`src/rtl/tile_mem_pkg.sv`:
```
// tile_mem_pkg: state encoding and linear-index helper
// shared by the tile_mem_2d sources.
package tile_mem_pkg;

   typedef enum logic [1:0] {
      CLEAR,
      IDLE,
      FILL
   } tm_state_e;

   function automatic int unsigned lin_idx(
      input int unsigned row,
      input int unsigned col,
      input int unsigned cols
   );
      return row * cols + col;
   endfunction

endpackage

```
`src/rtl/tile_mem_2d_array.sv`:
```
// tile_mem_2d_array: 1W/1R storage, registered read,
// read-first on a same-entry collision. No reset on contents.
module tile_mem_2d_array #(
   parameter int W     = 8,
   parameter int DEPTH = 256,
   parameter int AW    = $clog2(DEPTH)
) (
   input  logic          clk,
   input  logic          i_we,
   input  logic [AW-1:0] i_waddr,
   input  logic [W-1:0]  i_wdata,
   input  logic          i_re,
   input  logic [AW-1:0] i_raddr,
   output logic [W-1:0]  o_rdata
);

   logic [W-1:0] r_mem [DEPTH];
   logic [W-1:0] r_q;

   always_ff @(posedge clk) begin
      if (i_we) r_mem[i_waddr] <= i_wdata;
      if (i_re) r_q <= r_mem[i_raddr];
   end

   assign o_rdata = r_q;

endmodule

```
`src/rtl/tile_mem_2d.sv`:
```
// tile_mem_2d: 2-D tile store with auto-clear and range fill.
// Define TILE_MEM_2D_PARITY_EN to keep an even-parity bit per entry.
module tile_mem_2d
   import tile_mem_pkg::*;
#(
   parameter int DATA_W = 8,
   parameter int ROWS   = 16,
   parameter int COLS   = 16,
   parameter logic [DATA_W-1:0] INIT_VAL = '0,
   localparam int RW = $clog2(ROWS),
   localparam int CW = $clog2(COLS),
   localparam int N  = ROWS * COLS,
   localparam int IW = $clog2(N)
) (
   input  logic              clk,
   input  logic              rst_n,
   input  logic              wr_en,
   input  logic [RW-1:0]     wr_row,
   input  logic [CW-1:0]     wr_col,
   input  logic [DATA_W-1:0] wr_data,
   input  logic              rd_en,
   input  logic [RW-1:0]     rd_row,
   input  logic [CW-1:0]     rd_col,
   output logic [DATA_W-1:0] rd_data,
   output logic              rd_valid,
   input  logic              fill_req,
   input  logic [IW-1:0]     fill_first,
   input  logic [IW-1:0]     fill_last,
   input  logic [DATA_W-1:0] fill_data,
   output logic              busy,
   output logic              addr_err,
   output logic              rd_perr
);

`ifdef TILE_MEM_2D_PARITY_EN
   localparam int MW = DATA_W + 1;
`else
   localparam int MW = DATA_W;
`endif
   localparam logic [RW:0] ROWS_L = (RW+1)'(ROWS);
   localparam logic [CW:0] COLS_L = (CW+1)'(COLS);
   localparam logic [IW:0] N_L    = (IW+1)'(N);

   tm_state_e         r_state;
   logic [IW-1:0]     r_idx;
   logic [IW-1:0]     r_last;
   logic              r_down;
   logic              r_busy;
   logic [DATA_W-1:0] r_fdata;
   logic              r_rd_valid;
   logic              r_rd_zero;
   logic              r_addr_err;

   logic              w_rd_oob;
   logic              w_wr_oob;
   logic              w_fill_oob;
   logic              w_idle;
   logic              w_wr_go;
   logic              w_fill_go;
   logic              w_we;
   logic [IW-1:0]     w_waddr;
   logic [IW-1:0]     w_raddr;
   logic [DATA_W-1:0] w_wdata;
   logic [MW-1:0]     w_wword;
   logic [MW-1:0]     w_rword;

   assign w_rd_oob = ({1'b0, rd_row} >= ROWS_L)
                  || ({1'b0, rd_col} >= COLS_L);
   assign w_wr_oob = ({1'b0, wr_row} >= ROWS_L)
                  || ({1'b0, wr_col} >= COLS_L);
   assign w_fill_oob = ({1'b0, fill_first} >= N_L)
                    || ({1'b0, fill_last} >= N_L);

   assign w_idle    = (r_state == IDLE);
   assign w_wr_go   = w_idle && wr_en && !w_wr_oob;
   assign w_fill_go = w_idle && fill_req && !w_fill_oob;

   assign w_raddr = w_rd_oob ? '0 :
      IW'(lin_idx(32'(rd_row), 32'(rd_col), COLS));

   always_comb begin
      w_we    = w_wr_go;
      w_waddr = IW'(lin_idx(32'(wr_row), 32'(wr_col), COLS));
      w_wdata = wr_data;
      unique case (r_state)
         CLEAR: begin
            w_we    = r_busy;
            w_waddr = r_idx;
            w_wdata = INIT_VAL;
         end
         FILL: begin
            w_we    = 1'b1;
            w_waddr = r_idx;
            w_wdata = r_fdata;
         end
         default: ;
      endcase
   end

`ifdef TILE_MEM_2D_PARITY_EN
   assign w_wword = {^w_wdata, w_wdata};
`else
   assign w_wword = w_wdata;
`endif

   tile_mem_2d_array #(
      .W     (MW),
      .DEPTH (N)
   ) u_arr (
      .clk     (clk),
      .i_we    (w_we && rst_n),
      .i_waddr (w_waddr),
      .i_wdata (w_wword),
      .i_re    (rd_en),
      .i_raddr (w_raddr),
      .o_rdata (w_rword)
   );

   always_ff @(posedge clk) begin
      if (!rst_n) begin
         r_state    <= CLEAR;
         r_idx      <= '0;
         r_last     <= '0;
         r_down     <= 1'b0;
         r_busy     <= 1'b0;
         r_fdata    <= '0;
         r_rd_valid <= 1'b0;
         r_rd_zero  <= 1'b1;
         r_addr_err <= 1'b0;
      end else begin
         r_rd_valid <= rd_en;
         if (rd_en) r_rd_zero <= w_rd_oob;
         r_addr_err <= (rd_en && w_rd_oob)
                    || (w_idle && wr_en && w_wr_oob)
                    || (w_idle && fill_req && w_fill_oob);
         unique case (r_state)
            CLEAR: begin
               // first released edge only arms busy; writes follow
               if (!r_busy) begin
                  r_busy <= 1'b1;
               end else if (r_idx == IW'(N - 1)) begin
                  r_state <= IDLE;
                  r_busy  <= 1'b0;
               end else begin
                  r_idx <= r_idx + 1'b1;
               end
            end
            IDLE: begin
               if (w_fill_go) begin
                  r_state <= FILL;
                  r_busy  <= 1'b1;
                  r_idx   <= fill_first;
                  r_last  <= fill_last;
                  r_down  <= (fill_first > fill_last);
                  r_fdata <= fill_data;
               end
            end
            FILL: begin
               if (r_idx == r_last) begin
                  r_state <= IDLE;
                  r_busy  <= 1'b0;
               end else if (r_down) begin
                  r_idx <= r_idx - 1'b1;
               end else begin
                  r_idx <= r_idx + 1'b1;
               end
            end
            default: r_state <= CLEAR;
         endcase
      end
   end

   assign rd_data  = r_rd_zero ? '0 : w_rword[DATA_W-1:0];
   assign rd_valid = r_rd_valid;
   assign busy     = r_busy;
   assign addr_err = r_addr_err;

`ifdef TILE_MEM_2D_PARITY_EN
   assign rd_perr = r_rd_valid && !r_rd_zero && (^w_rword);
`else
   assign rd_perr = 1'b0;
`endif

endmodule

```
`config.mk`:
```
export PLATFORM = sky130hd
export DESIGN_NAME = tile_mem_2d
export DESIGN_NICKNAME = d
export VERILOG_FILES = /design/src/rtl/tile_mem_pkg.sv /design/src/rtl/tile_mem_2d_array.sv /design/src/rtl/tile_mem_2d.sv
export SDC_FILE = /design/constraint.sdc
export NUM_CORES = 2
export LEC_CHECK = 0
export ABC_AREA = 0
export BUFFER_PORTS_ARGS = -buffer_cell sky130_fd_sc_hd__buf_2
export CAP_MARGIN = 10
export CORE_AREA = 4 4 489 491
export DETAILED_ROUTE_END_ITERATION = 8
export DIE_AREA = 0 0 493 495
export PLACE_DENSITY_LB_ADDON = 0.25
export SLEW_MARGIN = 20
export SYNTH_ARGS = -nofsm -noshare
export SYNTH_HDL_FRONTEND = slang
export SYNTH_SLANG_ARGS = --single-unit
```
`constraint.sdc`:
```
create_clock -name clk -period 6.1 [get_ports clk]
set_clock_uncertainty 0.1 [all_clocks]
set_input_delay 0.61 -clock clk [delete_from_list [all_inputs] [get_ports clk]]
set_output_delay 0.61 -clock clk [all_outputs]
set_load 0.05 [all_outputs]
```
# Yosys cells after proc, flatten, opt, wreduce, memory -nomap -nowiden
# Memory sizes are Yosys's and may differ from the RTL's. A register that Yosys moved wholly into a read port is not among the register bits.
# Index checks and enable logic that the tools add are counted.
[totals]
wordCells = 56
ramBits = 2048
out_inout_bits = 12
regBits = 30
mem_count = 1
inputBits = 53
[mem_list]
columns = ["name", "depth", "width", "read_ports", "rd_clocked_by_memory_dff", "wr", "line_no", "text"]
rows = [
  ["u_arr.r_mem", 256, 8, 1, 1, 1, "tile_mem_2d_array.sv:17", "logic [W-1:0] r_mem [DEPTH];"],
]
[classes]
muxes = 22
reduce_logical = 10
addsub = 4
magnitude_cmp = 1
eq_ne = 10
[op_table]
columns = ["op", "count"]
rows = [
  ["8-bit two-way mux", 7],
  ["8-bit case mux with 3 select lines", 1],
  ["8-bit by 4-bit adder with 8-bit output", 2],
  ["8-bit case mux with 2 select lines", 1],
  ["2-bit inequality test (second input constant)", 5],
  ["8-bit by 1-bit adder with 8-bit output (second input constant)", 1],
  ["8-bit equality test", 1],
  ["8-bit equality test (second input constant)", 1],
  ["8-bit greater-than comparator", 1],
  ["2-bit two-way mux", 4],
  ["8-bit by 1-bit subtractor with 8-bit output (second input constant)", 1],
  ["1-bit two-way mux", 6],
  ["2-bit case mux with 3 select lines", 1],
  ["5-bit AND reduction", 1],
  ["4-bit AND reduction", 1],
  ["1-bit logical AND", 3],
  ["1-bit case mux with 3 select lines", 1],
  ["3-bit AND reduction", 1],
  ["3-bit nonzero test", 1],
  ["2-bit by 1-bit equality test with 1-bit output (second input constant)", 1],
  ["2-bit equality test (second input constant)", 1],
  ["2-bit logical NOT", 1],
  ["2-bit by 1-bit inequality test with 1-bit output (second input constant)", 1],
  ["1-bit case mux with 2 select lines", 1],
  ["2 further kinds", 2],
]

# Depth between registers and ports, before layout
[depth]
ltp_word = 6
ltp_mapped = 12
depth_no_buf = 9

# Modules after synthesis
# From an unflattened synthesis, not the netlist that was laid out.
[unflattened]
cells_unflattened = 4028
hier_area_um2 = 81891.0
[modules_own_cells]
columns = ["module", "instances", "cells_each", "area_per_inst_um2", "seq_area_each_um2"]
rows = [
  ["tile_mem_2d_array", 1, 3733, 79636.4, 61739.2],
  ["tile_mem_2d", 1, 295, 2254.7, 600.6],
]

# Worst setup path before layout
# No wires, ideal clock.
[synth_timing]
path_type = "register -> register"
startpoint = "reg r_state[0]"
endpoint = "mem u_arr.r_mem[0][0], data pin"
setup_ps = 864
arrival_ps = 4631
t_required_ps = 5136
synth_period_minus_slack_ps = 5596
path_stages_with_launch = 7
slack_ps = 504
n_path_buf = 2
cell_sequence = "dfxtp_1 -> inv_1 -> ha_1 -> nor2_1 -> clkbuf_1 -> buf_1 -> a22o_1"
[synth_between]
elab_chain_len = 2
word_cells_on_any_way = 3
classes_between = "1 x eq/ne; 1 x mux; 1 x reduce/logical"
[synth_lines]
columns = ["element", "line_no", "text"]
rows = [
  ["start: declaration", "tile_mem_2d.sv:44", "tm_state_e r_state;"],
  ["start signal: assignment", "tile_mem_2d.sv:121", "r_state <= CLEAR;"],
  ["start signal: assignment", "tile_mem_2d.sv:142", "r_state <= IDLE;"],
  ["start signal: assignment", "tile_mem_2d.sv:150", "r_state <= FILL;"],
  ["2-bit equality test / 2-bit logical NOT (equally long branches)", "tile_mem_2d.sv:85", "unique case (r_state)"],
  ["8-bit case mux with 2 select lines *", "tile_mem_2d.sv:85", ""],
  ["via u_arr.i_wdata[0]", "tile_mem_2d_array.sv:11", "input logic [W-1:0] i_wdata,"],
  ["end: declaration", "tile_mem_2d_array.sv:17", ""],
]
# The timed path passes the listed nets; every way through them passes the cells marked *.

# Worst setup path after layout
[layout_timing]
startpoint = "reg r_state[0]"
endpoint = "mem u_arr.r_mem[13][7] (enable)"
[layout_between]
elab_chain_len = 6
word_cells_on_any_way = 10
classes_between = "2 x eq/ne; 4 x mux; 4 x reduce/logical"
[layout_lines]
columns = ["element", "line_no", "text"]
rows = [
  ["2-bit by 1-bit equality test with 1-bit output", "tile_mem_2d.sv:74", "assign w_idle = (r_state == IDLE);"],
  ["1-bit logical AND", "--", ""],
  ["1-bit case mux with 2 select lines", "tile_mem_2d.sv:85", ""],
  ["1-bit logical AND", "tile_mem_2d.sv:111", ".i_we (w_we && rst_n),"],
  ["1-bit two-way mux", "tile_mem_2d_array.sv:21", "if (i_we) r_mem[i_waddr] <= i_wdata;"],
  ["1-bit two-way mux (not written as such)", "tile_mem_2d_array.sv:21", ""],
]
# Several ways; a longest one is shown, not always the timed one.

==> flow_summary.json <==
{
  "seqPwrFrac_pct": 52.9,
  "synth_xor_xnor_area_share_pct": 0.118,
  "maxCapViolCount": 0,
  "clock_sinks": 2086,
  "dp_slack_ns": 1.46,
  "synth_top_family_by_area": "multiplexers",
  "routed_wl_mm": 218,
  "ys_seq_area_share_pct": 76.3,
  "finalCritPeriodShare_pct": 77.2,
  "hold_class": "input port to register",
  "clock_latency_ns": 0.85,
  "synth_top_area_share_pct": 75.6,
  "die_height_um": 495,
  "overflow": 0,
  "sw_frac_of_total_pct": 21.1,
  "report.power.total_uw": 29300,
  "yosys-top-cells-count": "edfxtp_1, mux4_2, nor2_1",
  "synth-adder-area-share_pct": 0.215,
  "ys_ff_latch": 2086,
  "drc": 0,
  "io_pins": 65,
  "die_w_um": 493,
  "layout_setup_ws_ns": 1.39,
  "holdPathStages": 3,
  "drive_above_1_share_pct": 21.8,
  "period_needed_ns": 4.71,
  "grt_pass1_vias": 40900,
  "syn_to_final_growth_pct": 13.4,
  "muxShareOfSynthArea_pct": 14.1,
  "r2r_cells": 7,
  "gp_congestion": 0.871,
  "synth_compound_area_share_pct": 4.24,
  "yosysMostFrequentCell": "edfxtp_1",
  "crit_path_max_incr_delay_ns": 1.04,
  "synthArstFlopShare_pct": 0,
  "crit_chain": "inv_1 -> ha_1 -> nor2_2 -> nand3_1 -> o21ai_1 -> nand3_2 -> nor2_1",
  "p_switching_uw": 6180,
  "avgSynthCellArea_um2": 20.3,
  "cts_resized": 0,
  "track_usage_pct": 17.6,
  "slew_headroom_pct": 17.3,
  "drtAntennaViolNets": 0,
  "final_hold_viol_count": 0,
  "rsz0062_at_grt": "false",
  "ir_drop_mv": 0.341,
  "post_cts_buffers": 0,
  "ys.flop_type": "edfxtp_1",
  "regToRegEndpoint": "u_arr.r_mem[13][7]",
  "worst_pin_slew_ns": 1.24,
  "cts_tree": "done",
  "setup_viol": 0,
  "routed_via_density": 5.40,
  "r2r_start": "r_state[0]",
  "antenna_found_initial": 16,
  "firstDrtPassIters": 5,
  "start_util_pct": 34.8,
  "place_hpwl_mm": 132,
  "crit_type": "register to register",
  "cts_buffers": 205,
  "core_area_um2": 235000,
  "cp.required_ns": 6.46,
  "share_comb_of_total_power_pct": 4.0,
  "p_per_area_nw_per_um2": 317,
  "cp-end-kind": "register",
  "yosys.area_share.simple_pct": 3.04,
  "clock_tree.root_cell": "clkbuf_16",
  "arrival_ns": 5.07,
  "fill_cells": 21000,
  "maxSlewViolCount": 0,
  "final_nets": 4250,
  "whs_endpoint": "r_idx[1]",
  "h-tree-depth": 4,
  "holdBufCountCts": 19,
  "dieArea_um2": 244000,
  "worstPathMaxFanout": 21,
  "pwr-share-clk_pct": 43.1,
  "synth_cells": 4030,
  "drtIter0Drc": 4334,
  "synthTopCellsByArea": "edfxtp_1, mux4_2, a22oi_1",
  "num_vias": 40600,
  "yosysUniqueCellTypes": 60,
  "wl_per_cell_um": 29.0,
  "p_int_uw": 23200,
  "crit_slowest_cell": "nor2_1",
  "yosysTopAreaCell": "edfxtp_1",
  "max_freq_ghz": 0.212,
  "startpoint_type": "register",
  "ys_warn_count": 0,
  "fin_tns_setup_ns": 0,
  "placementRows": 178,
  "timing.hold.ws_ns": 0.0872,
  "ff2ff_setup_slack_ns": 1.39,
  "leakage_uw": 0.0290,
  "grt_max_degree": 145,
  "syn_area_um2": 81700,
  "synth-edff-count": 2056,
  "hold_start": "fill_first[1]",
  "outcome": "finished clean",
  "port_buffers": 62,
  "clk_pin_slew_ns": 0.06,
  "grt_pass1_wl_mm": 309,
  "clockBufferDepth": 3
}
## layer usage
metal  GRT usage, %  wire length (um)  up-vias
met5              0                71        -
met4           4.93              5980       10
met3           3.54             13300      294
met2           27.9            104000     1317
met1           24.8             95000    21900
li1               -                 -    17000
## worst max path at each step
stage                from                   to  slack [ns]  cells after the start
6_report       r_state[0]   u_arr.r_mem[13][7]        1.39                      7
5_1_grt        r_state[0]  u_arr.r_mem[188][4]        1.10                      8
4_1_cts        r_state[0]   u_arr.r_mem[44][5]        1.45                      7
3_5_place_dp   r_state[0]  u_arr.r_mem[188][2]        1.46                      8
3_3_place_gp    rd_col[0]     u_arr.o_rdata[3]        1.16                      8
2_1_floorplan  r_state[0]    u_arr.r_mem[0][0]        0.50                      6
## area by class of cell
| type | count | area, um^2 | share of cell area, % |
|---|---|---|---|
| clock buffer | 254 | 5400 | 5.83 |
| inverter | 20 | 75.1 | 0.0810 |
| clock inverter | 129 | 1270 | 1.37 |
| multi-input combinational | 1681 | 17900 | 19.3 |
| antenna | 3 | 7.51 | 0.00810 |
| tap | 3150 | 3940 | 4.25 |
| timing repair buffer | 189 | 1680 | 1.81 |
| sequential | 2086 | 62300 | 67.3 |
## cells in the final DEF (no fill, tap or decap), drive strengths merged, types with 31 or more instances in the layout
| master | netlist | layout |
|---|---|---|
| edfxtp | 2056 | 2056 |
| mux4 | 449 | 449 |
| nor2 | 306 | 306 |
| clkbuf | 105 | 254 |
| a22oi | 183 | 183 |
| buf | 139 | 170 |
| a21oi | 143 | 143 |
| nand2 | 127 | 127 |
| mux2i | 113 | 113 |
| clkinv | 0 | 86 |
| o221ai | 34 | 34 |
| inv | 20 | 32 |
| o21ai | 31 | 31 |
| nand3 | 31 | 31 |
## registers in the layout, indices dropped and copies added, names as in the netlist
| register | cells |
|---|---|
| u_arr.r_mem | 2048 |
| r_fdata | 8 |
| r_idx | 8 |
| r_last | 8 |
| u_arr.o_rdata | 8 |
| r_state | 2 |
| busy | 1 |
| r_down | 1 |
| r_rd_zero | 1 |
| rd_valid | 1 |
## critical path: cells and delay by family (launching register included)
family,cells,cell delay (ns)
AOI/OAI and AO/OA,1,0.40
adders and majority gates,1,0.43
buffers and inverters,1,0.09
DFF,1,0.37
and+or+nand+nor,4,2.90
## cells by family after synthesis
family	count (synthesis)
other cells	1
compound gates	508
xor+xnor	11
fa+ha+maj	14
mux	575
buf+inv	264
flops	2086
simple gates	571
## through the flow
stage	std cells	utilization, %	cell area, um^2
final	7512	39.5	92600
after global routing	7510	39.5	92600
after CTS	7508	39.4	92600
after detailed placement	7106	36.5	85700
after global placement	7104	36.5	85700
after floorplan	4031	-	81700
## power groups by stage
stage | sequential, uW | clock [uW] | combinational [uW]
after global placement | 15800 | 0 | 1170
after CTS | 15500 | 12900 | 1190
after global routing | 15500 | 13500 | 1240
after floorplan | 15800 | 0 | 764
after detailed placement | 15800 | 0 | 1170
final | 15500 | 12600 | 1180
Note: power is estimated with default switching activity, not from simulation.
